`config.mk`:
```
export PLATFORM = sky130hd
export DESIGN_NAME = nrs_interp_engine
export DESIGN_NICKNAME = d
export VERILOG_FILES = /design/src/rtl/nrs_interp_pkg.sv /design/src/rtl/interp_lane.sv /design/src/rtl/nrs_interp_engine.sv
export SDC_FILE = /design/constraint.sdc
export NUM_CORES = 2
export LEC_CHECK = 0
export ABC_AREA = 1
export CORE_MARGIN = 3
export CORE_UTILIZATION = 50
export DETAILED_ROUTE_END_ITERATION = 7
export PLACE_DENSITY_LB_ADDON = 0.2
export SYNTH_ARGS = -nofsm -noshare
export SYNTH_HDL_FRONTEND = slang
export SYNTH_SLANG_ARGS = --single-unit
```
`constraint.sdc`:
```
create_clock -name clk -period 11.6 [get_ports clk]
set_input_delay 1.16 -clock clk [delete_from_list [all_inputs] [get_ports clk]]
set_output_delay 1.16 -clock clk [all_outputs]
set_load 0.01 [all_outputs]
```
`src/rtl/nrs_interp_pkg.sv`:
```
// nrs_interp_pkg: shared encodings and constants for the NRS interpolation engine.
// Holds the mode encodings, the FSM state type and the constant-divide helpers
// (Q shift and reciprocal of STEP) used by the lane scaler.
package nrs_interp_pkg;

  // Burst modes; encoding 3 is not listed and behaves as hold.
  localparam logic [1:0] MODE_INTERP = 2'd0;
  localparam logic [1:0] MODE_HOLD   = 2'd1;
  localparam logic [1:0] MODE_EXTRAP = 2'd2;

  typedef logic [1:0] state_t;
  localparam state_t ST_IDLE  = 2'd0;
  localparam state_t ST_RUN   = 2'd1;
  localparam state_t ST_DRAIN = 2'd2;

  // Fraction bits of the fixed-point reciprocal.
  function automatic int nrs_q(input int w);
    return w + 6;
  endfunction

  // round(2^Q / step), computed as floor((2^(Q+1)/step + 1) / 2).
  function automatic longint nrs_recip(input int w, input int step);
    longint num;
    num = longint'(1) << (nrs_q(w) + 1);
    return (num / step + 1) / 2;
  endfunction

endpackage

```
`src/rtl/interp_lane.sv`:
```
// interp_lane: one component (I or Q) of the interpolator.
// Ports: load/mode/ea/eb start a burst (latch d, seed acc); advance emits
// scale(acc) into the sample register and steps acc by d; sample is the registered result.
module interp_lane
  import nrs_interp_pkg::*;
#(
  parameter int W     = 17,
  parameter int STEP  = 6,
  parameter int OUT_W = W + 2
) (
  input  logic                    clk,
  input  logic                    rst_n,
  input  logic                    load,
  input  logic [1:0]              mode,
  input  logic                    advance,
  input  logic signed [W-1:0]     ea,
  input  logic signed [W-1:0]     eb,
  output logic signed [OUT_W-1:0] sample
);

  localparam int     ACC_W  = W + $clog2(2 * STEP) + 2;
  localparam int     D_W    = W + 1;
  localparam int     Q      = nrs_q(W);
  localparam longint RECIP  = nrs_recip(W, STEP);
  localparam int     PROD_W = ACC_W + Q + 1;

  localparam logic signed [ACC_W-1:0]  STEP_A  = ACC_W'(STEP);
  localparam logic signed [PROD_W-1:0] RECIP_P = PROD_W'(RECIP);
  localparam logic signed [PROD_W-1:0] RND_P   = PROD_W'(longint'(1) << (Q - 1));

  logic signed [ACC_W-1:0]  acc_q, acc_d;
  logic signed [D_W-1:0]    d_q, d_d;
  logic signed [OUT_W-1:0]  sample_q, sample_d;

  logic signed [ACC_W-1:0]  ea_x, eb_x, seed_x, acc_init, d_x;
  logic signed [D_W-1:0]    diff;
  logic signed [PROD_W-1:0] acc_p, prod, shifted;
  logic                     slope_on;
  logic                     unused_hi_bits;

  assign ea_x     = ACC_W'(ea);
  assign eb_x     = ACC_W'(eb);
  assign seed_x   = (mode == MODE_EXTRAP) ? eb_x : ea_x;
  assign acc_init = seed_x * STEP_A;
  assign diff     = D_W'(eb) - D_W'(ea);
  // Only interpolate/extrapolate carry a slope; hold and the spare code do not.
  assign slope_on = (mode == MODE_INTERP) || (mode == MODE_EXTRAP);
  assign d_x      = ACC_W'(d_q);

  // Divide by STEP as multiply by the rounded reciprocal, then round half up.
  assign acc_p   = PROD_W'(acc_q);
  assign prod    = acc_p * RECIP_P + RND_P;
  assign shifted = prod >>> Q;
  assign unused_hi_bits = ^shifted[PROD_W-1:OUT_W];

  always_comb begin
    acc_d    = acc_q;
    d_d      = d_q;
    sample_d = sample_q;
    if (advance) begin
      sample_d = shifted[OUT_W-1:0];
      acc_d    = acc_q + d_x;
    end
    // A reload may coincide with the last issue of the previous burst; the
    // sample still comes from the old acc, the new burst overwrites acc/d.
    if (load) begin
      acc_d = acc_init;
      d_d   = slope_on ? diff : '0;
    end
  end

  always_ff @(posedge clk or negedge rst_n) begin
    if (!rst_n) begin
      acc_q    <= '0;
      d_q      <= '0;
      sample_q <= '0;
    end else begin
      acc_q    <= acc_d;
      d_q      <= d_d;
      sample_q <= sample_d;
    end
  end

  assign sample = sample_q;

endmodule

```
`src/rtl/nrs_interp_engine.sv`:
```
// nrs_interp_engine: streams STEP interpolated/held/extrapolated estimates per pilot pair.
// Ports: in_valid/in_ready + ea/eb/mode accept a pair; out_valid/out_ready + out_i/out_q/
// out_idx/out_last deliver one sample per cycle; stalled outputs freeze acc, k and data.
module nrs_interp_engine
  import nrs_interp_pkg::*;
#(
  parameter int W     = 17,
  parameter int STEP  = 6,
  parameter int OUT_W = W + 2
) (
  input  logic                       clk,
  input  logic                       rst_n,
  input  logic                       in_valid,
  output logic                       in_ready,
  input  logic signed [W-1:0]        ea_i,
  input  logic signed [W-1:0]        ea_q,
  input  logic signed [W-1:0]        eb_i,
  input  logic signed [W-1:0]        eb_q,
  input  logic [1:0]                 mode,
  output logic                       out_valid,
  input  logic                       out_ready,
  output logic signed [OUT_W-1:0]    out_i,
  output logic signed [OUT_W-1:0]    out_q,
  output logic [$clog2(STEP)-1:0]    out_idx,
  output logic                       out_last
);

  localparam int            KW     = $clog2(STEP);
  localparam logic [KW-1:0] K_LAST = KW'(STEP - 1);

  state_t          state_q, state_d;
  logic [KW-1:0]   k_q, k_d;
  logic [KW-1:0]   out_idx_q, out_idx_d;
  logic            out_valid_q, out_valid_d;
  logic            out_last_q, out_last_d;

  logic            issue, k_is_last, in_ready_c, accept, advance;

  // issue: the output register is free or being consumed this cycle.
  assign issue      = ~out_valid_q | out_ready;
  assign k_is_last  = (k_q == K_LAST);
  assign in_ready_c = (state_q == ST_IDLE) || (state_q == ST_DRAIN) ||
                      ((state_q == ST_RUN) && k_is_last && issue);
  assign accept     = in_valid & in_ready_c;
  assign advance    = (state_q == ST_RUN) & issue;

  always_comb begin
    state_d     = state_q;
    k_d         = k_q;
    out_valid_d = out_valid_q;
    out_idx_d   = out_idx_q;
    out_last_d  = out_last_q;
    case (state_q)
      ST_RUN: begin
        if (issue) begin
          out_valid_d = 1'b1;
          out_idx_d   = k_q;
          out_last_d  = k_is_last;
          if (k_is_last) begin
            k_d     = '0;
            state_d = accept ? ST_RUN : ST_DRAIN;
          end else begin
            k_d = k_q + KW'(1);
          end
        end
      end
      ST_DRAIN: begin
        if (out_ready) out_valid_d = 1'b0;
        if (accept) begin
          state_d = ST_RUN;
          k_d     = '0;
        end else if (out_ready) begin
          state_d = ST_IDLE;
        end
      end
      default: begin
        // IDLE, and recovery from the unused encoding.
        state_d = ST_IDLE;
        if (accept) begin
          state_d = ST_RUN;
          k_d     = '0;
        end
      end
    endcase
  end

  always_ff @(posedge clk or negedge rst_n) begin
    if (!rst_n) begin
      state_q     <= ST_IDLE;
      k_q         <= '0;
      out_valid_q <= 1'b0;
      out_idx_q   <= '0;
      out_last_q  <= 1'b0;
    end else begin
      state_q     <= state_d;
      k_q         <= k_d;
      out_valid_q <= out_valid_d;
      out_idx_q   <= out_idx_d;
      out_last_q  <= out_last_d;
    end
  end

  interp_lane #(.W(W), .STEP(STEP), .OUT_W(OUT_W)) u_lane_i (
    .clk     (clk),
    .rst_n   (rst_n),
    .load    (accept),
    .mode    (mode),
    .advance (advance),
    .ea      (ea_i),
    .eb      (eb_i),
    .sample  (out_i)
  );

  interp_lane #(.W(W), .STEP(STEP), .OUT_W(OUT_W)) u_lane_q (
    .clk     (clk),
    .rst_n   (rst_n),
    .load    (accept),
    .mode    (mode),
    .advance (advance),
    .ea      (ea_q),
    .eb      (eb_q),
    .sample  (out_q)
  );

  assign in_ready  = in_ready_c;
  assign out_valid = out_valid_q;
  assign out_idx   = out_idx_q;
  assign out_last  = out_last_q;

endmodule

```
== Word level (Yosys, flattened, before mapping) ==
Cells that the tools add are included.

* Input port bits: 74
* Logic and storage cells: 70
* Bits in registers: 130

* Eq/ne operators: 8
* Bitwise logic cells: 4
* Reductions and logical operators: 14
* $add $sub $neg: 7
* Muxes and demuxes: 22
* $mul: 4

{| class="wikitable"
|+ Operators by type and width
! cell !! count
|-
| $mux 23 || 6
|-
| $add 42x24->42 const B || 2
|-
| $mul 23x22->42 const B || 2
|-
| $add 23x18->23 || 2
|-
| $mul 23x3->22 const B || 2
|-
| $mux 18 || 2
|-
| $sub 17x17->18 || 2
|-
| $mux 3 || 4
|-
| $mux 2 || 5
|-
| $ne 2x2->1 const B || 3
|-
| $reduce_and 3->1 || 2
|-
| $reduce_bool 2->1 || 3
|-
| $eq 2x2->1 const B || 2
|-
| $logic_not 2->1 || 2
|-
| $pmux 2 s2 || 1
|-
| $reduce_and 2->1 || 2
|-
| $add 3x1->3 const B || 1
|-
| $eq 3x3->1 const B || 1
|-
| $logic_or 1x1->1 || 3
|-
| $mux 1 || 3
|-
| $ne 3x3->1 const B || 1
|-
| $and 1x1->1 || 2
|-
| $eq 2x1->1 const B || 1
|-
| $logic_and 1x1->1 || 2
|-
| other kinds (3) || 3
|}

== Depth between registers and ports, before layout ==
* Word-level depth: 9
* Depth in mapped cells: 27
* Gate-level depth less buffers: 27

== Hierarchy ==
From an unflattened synthesis, not the netlist that was laid out.

* Cell total of the unflattened synthesis: 4,223
* Area total of the unflattened synthesis: 32,043.2 sq um

{| class="wikitable"
|+ By module, submodules not included
! module !! cells an instance !! area each (sq um) !! instances !! sequential area each (sq um)
|-
| interp_lane at u_lane_q || 2,100 || 15,841.4 || 1 || 1,501.4
|-
| interp_lane at u_lane_i || 2,061 || 15,702.6 || 1 || 1,501.4
|-
| nrs_interp_engine || 62 || 499.2 || 1 || 250.2
|}

== Least setup slack after synthesis ==
OpenSTA, ideal clock, no wires.

* Path kind: reg-to-reg
* Start point: register u_lane_i.acc_q[22]
* End point: register u_lane_i.sample_q[1] (netlist: u_lane_i.sample[1])
* Setup time: 0.118 ns
* Buffers on the path: 1
* Setup slack: 5.686 ns
* Arrival time: 5.796 ns
* Cell stages (with the launch flop): 20
* Cell sequence: dfrtp_1 -> clkbuf_1 -> inv_1 -> fa_1 -> fa_1 -> inv_1 -> fa_1 -> fa_1 -> fa_1 -> inv_1 -> fa_1 -> inv_1 -> ha_1 -> a21oi_1 -> o21ai_0 -> a21oi_1 -> nand3_1 -> or2_2 -> nand3_1 -> nand2_1

* Word-level cells in the longest chain between the ends: 2

{| class="wikitable"
|+ Ends and longest elaborated chain
! item !! RTL line !! source
|-
| start, declared || interp_lane.sv:31 || <nowiki>logic signed [ACC_W-1:0] acc_q, acc_d;</nowiki>
|-
| start signal, assigned || interp_lane.sv:74 || <nowiki>acc_q <= '0;</nowiki>
|-
| start signal, assigned || interp_lane.sv:78 || <nowiki>acc_q <= acc_d;</nowiki>
|-
| $mul 23x22->42 || interp_lane.sv:52 || <nowiki>assign prod = acc_p * RECIP_P + RND_P;</nowiki>
|-
| $add 42x24->42 || interp_lane.sv:52 ||
|-
| end signal, assigned || interp_lane.sv:80 || <nowiki>sample_q <= sample_d;</nowiki>
|-
| end, declared || interp_lane.sv:33 || <nowiki>logic signed [OUT_W-1:0] sample_q, sample_d;</nowiki>
|}

Every way passes these cells.
A chain may end at the register's enable or synchronous reset.

== Worst setup path in the final report ==
* Start point: register u_lane_i.acc_q[20]
* End point: register u_lane_i.sample_q[18] (netlist: u_lane_i.sample[18])

The elaborated chain is that of the path after synthesis.

==> impl_metrics.ini <==
[sta]
worst-slew-pin-transition_ns = 0.983
setup_tns_ns = 0
setup_viol = 0
maxSlewViolCount = 0
clock_skew_ns = 0.0227
max_freq_mhz = 161
period_share_pct = 53.7
relSlewSlack_pct = 34.5
period_needed_ns = 6.23
rsz0062_at_grt = no
hold_violations = 0

[clock_network]
cts.sink_count = 130
clk_latency_ns = 0.50
cts_setup_buffers = 0
numCtsBuffers = 17
cts_resized = 0
clock-root-buffer = clkbuf_16
clk_pin_slew_ns = 0.07
htreeDepth = 4
clockBufferDepth = 2
cts_tree = yes
ctsHoldBuffers = 0

[run_status]
status = finished, final reports clean

[grt]
gr-total-overflow = 0
grt_max_degree = 75
antenna_found_initial = 1
track_usage_pct = 27.8
grt_pass1_wl_mm = 145
first_global_vias = 27254

[die]
die-area_sq_um = 66600
ios = 118
core_area_sq_um = 62300
fp-row-count = 91
die_h_microns = 258
die_x_microns = 258
start_util_pct = 51.0

[synthesis]
synth_seq_cells = 130
syn_area_per_cell_sq_um = 7.63
synth_edf_count = 0
synth_fp_nets = 5209
yosysUniqueCellTypes = 41
ys_warn_count = 0
synthCells = 4165
synthArstFlopShare_pct = 100
synth_ff_type = dfrtp_1
syn_area_sq_um = 31800
ys_seq_area_share_pct = 10.2

[setup_path]
r2r_end = u_lane_i.sample[18]
cp_data_arrival_time_ns = 6.65
cp-endpoint = u_lane_i.sample[18]
critPathLaunch = u_lane_i.acc_q[20]
critPathMaxFanout = 9
crit_path_start_kind = flip-flop
end_kind = flip-flop
reg2reg_from = u_lane_i.acc_q[20]
r2r_slack_ns = 5.37
critical_path_class = reg -> reg
worstPathRequired_ns = 12.02
ff2ff_path_depth = 20

[routing]
num_vias = 26734
drt_pass1_iterations = 5
vias_per_cell = 5.22
ant_nets = 0
drtIter0Drc = 1703
drc_errors = 0
totalWireLength_mm = 90.1
wl_per_cell_microns = 17.6

[cells_and_area]
final_common_cell = inv_1
drive_gt1_share_pct = 1.52
nets = 5312
area_growth_pct = 8.42
layout_common_cells = inv_1, nand2_1, ha_1, fa_1, nor2_1
antenna_cells = 0

[place]
place.port_buffers = 117
place_congestion = 0.971
dp_hpwl_mm = 77.9

[job]
drv_cap = 0

[worst_hold_path]
hold_depth = 2
min_from = u_lane_i.sample[6]
worst_hold_path_type = reg -> reg
-- synth_stat cells (all sizes together) (7+ instances only) --
cell | n | share of area, %
a21o | 7 | 0.17
a21oi | 284 | 4.5
a31oi | 7 | 0.14
buf | 19 | 0.35
clkbuf | 21 | 0.25
dfrtp | 130 | 10
fa | 418 | 26
ha | 552 | 22
inv | 948 | 11
nand2 | 875 | 10
nand3 | 193 | 3.0
nand3b | 34 | 0.80
nand4 | 38 | 0.75
nor2 | 288 | 3.5
nor3 | 34 | 0.54
nor4 | 7 | 0.14
o21ai | 182 | 2.9
o21bai | 16 | 0.38
or2 | 13 | 0.26
xnor2 | 25 | 0.69
xor2 | 31 | 0.85
-- critical path, stage by stage, from the launching register on --
cell	delay, ns
dfrtp_1	0.62
ha_1	0.48
inv_1	0.19
fa_1	0.46
fa_1	0.54
inv_1	0.05
fa_1	0.59
fa_1	0.45
fa_1	0.49
inv_1	0.05
fa_1	0.47
inv_1	0.04
ha_1	0.36
a21oi_1	0.22
a21boi_0	0.44
nand2_1	0.14
a21oi_1	0.20
nand3_1	0.10
nand2_1	0.06
nand3_1	0.10
nand2_1	0.09
-- layer usage --
layer  global-route usage, %  part of all wire (%)  vias to the layer above
li1                        -                     -                    13273
met2                    44.3                    45                      700
met3                    3.84                   5.5                       95
met5                       0                     0                        -
met4                    6.44                   1.8                        0
met1                    40.1                    48                    12666
-- worst min path at each step --
stage	to	slack (ns)
after floorplan	u_lane_i.d_q[12]	0.46
after global placement	out_last	0.46
after detailed placement	u_lane_i.sample[1]	0.47
after CTS	u_lane_i.sample[6]	0.48
after global routing	out_last	0.51
final	u_lane_i.sample[6]	0.48
-- final cells by class --
type / count / area, sq um
fill: 6164 / 27800
multi-input combinational: 3047 / 24800
inverter: 948 / 3560
sequential: 130 / 3250
timing repair buffer: 124 / 1220
tap: 837 / 1050
clock buffer: 17 / 425
clock inverter: 15 / 168
-- registers in the layout, summed over array words and instances (netlist names) --
signal,flops
u_lane_i.d_q,18
u_lane_q.sample,19
out_last,1
u_lane_q.d_q,18
k_q,3
u_lane_i.acc_q,23
u_lane_i.sample,19
u_lane_q.acc_q,23
state_q,2
out_valid,1
out_idx,3
-- through the flow --
| step | std cells | util, % | area, sq um | hold slack (ns) | setup slack [ns] |
|---|---|---|---|---|---|
| floorplan | 4165 | - | 31800 | 0.455 | 5.69 |
| global placement | 5086 | 54.4 | 33900 | 0.459 | 5.44 |
| detailed placement | 5086 | 54.4 | 33900 | 0.465 | 5.47 |
| CTS | 5118 | 55.3 | 34500 | 0.483 | 5.46 |
| global route | 5118 | 55.3 | 34500 | 0.505 | 5.07 |
| finish | 5118 | 55.3 | 34500 | 0.477 | 5.37 |
-- cells by family after synthesis --
group / share of synthesized area, %
AO/OA/AOI/OAI: 8.87
XOR/XNOR: 1.54
adder cells (fa/ha/maj): 48.1
buffers and inverters: 11.8
flip-flops: 10.2
AND/OR/NAND/NOR: 19.5
Power is not shown: default switching activity piles up to over one toggle a cycle in this logic, so the estimate is an artifact.
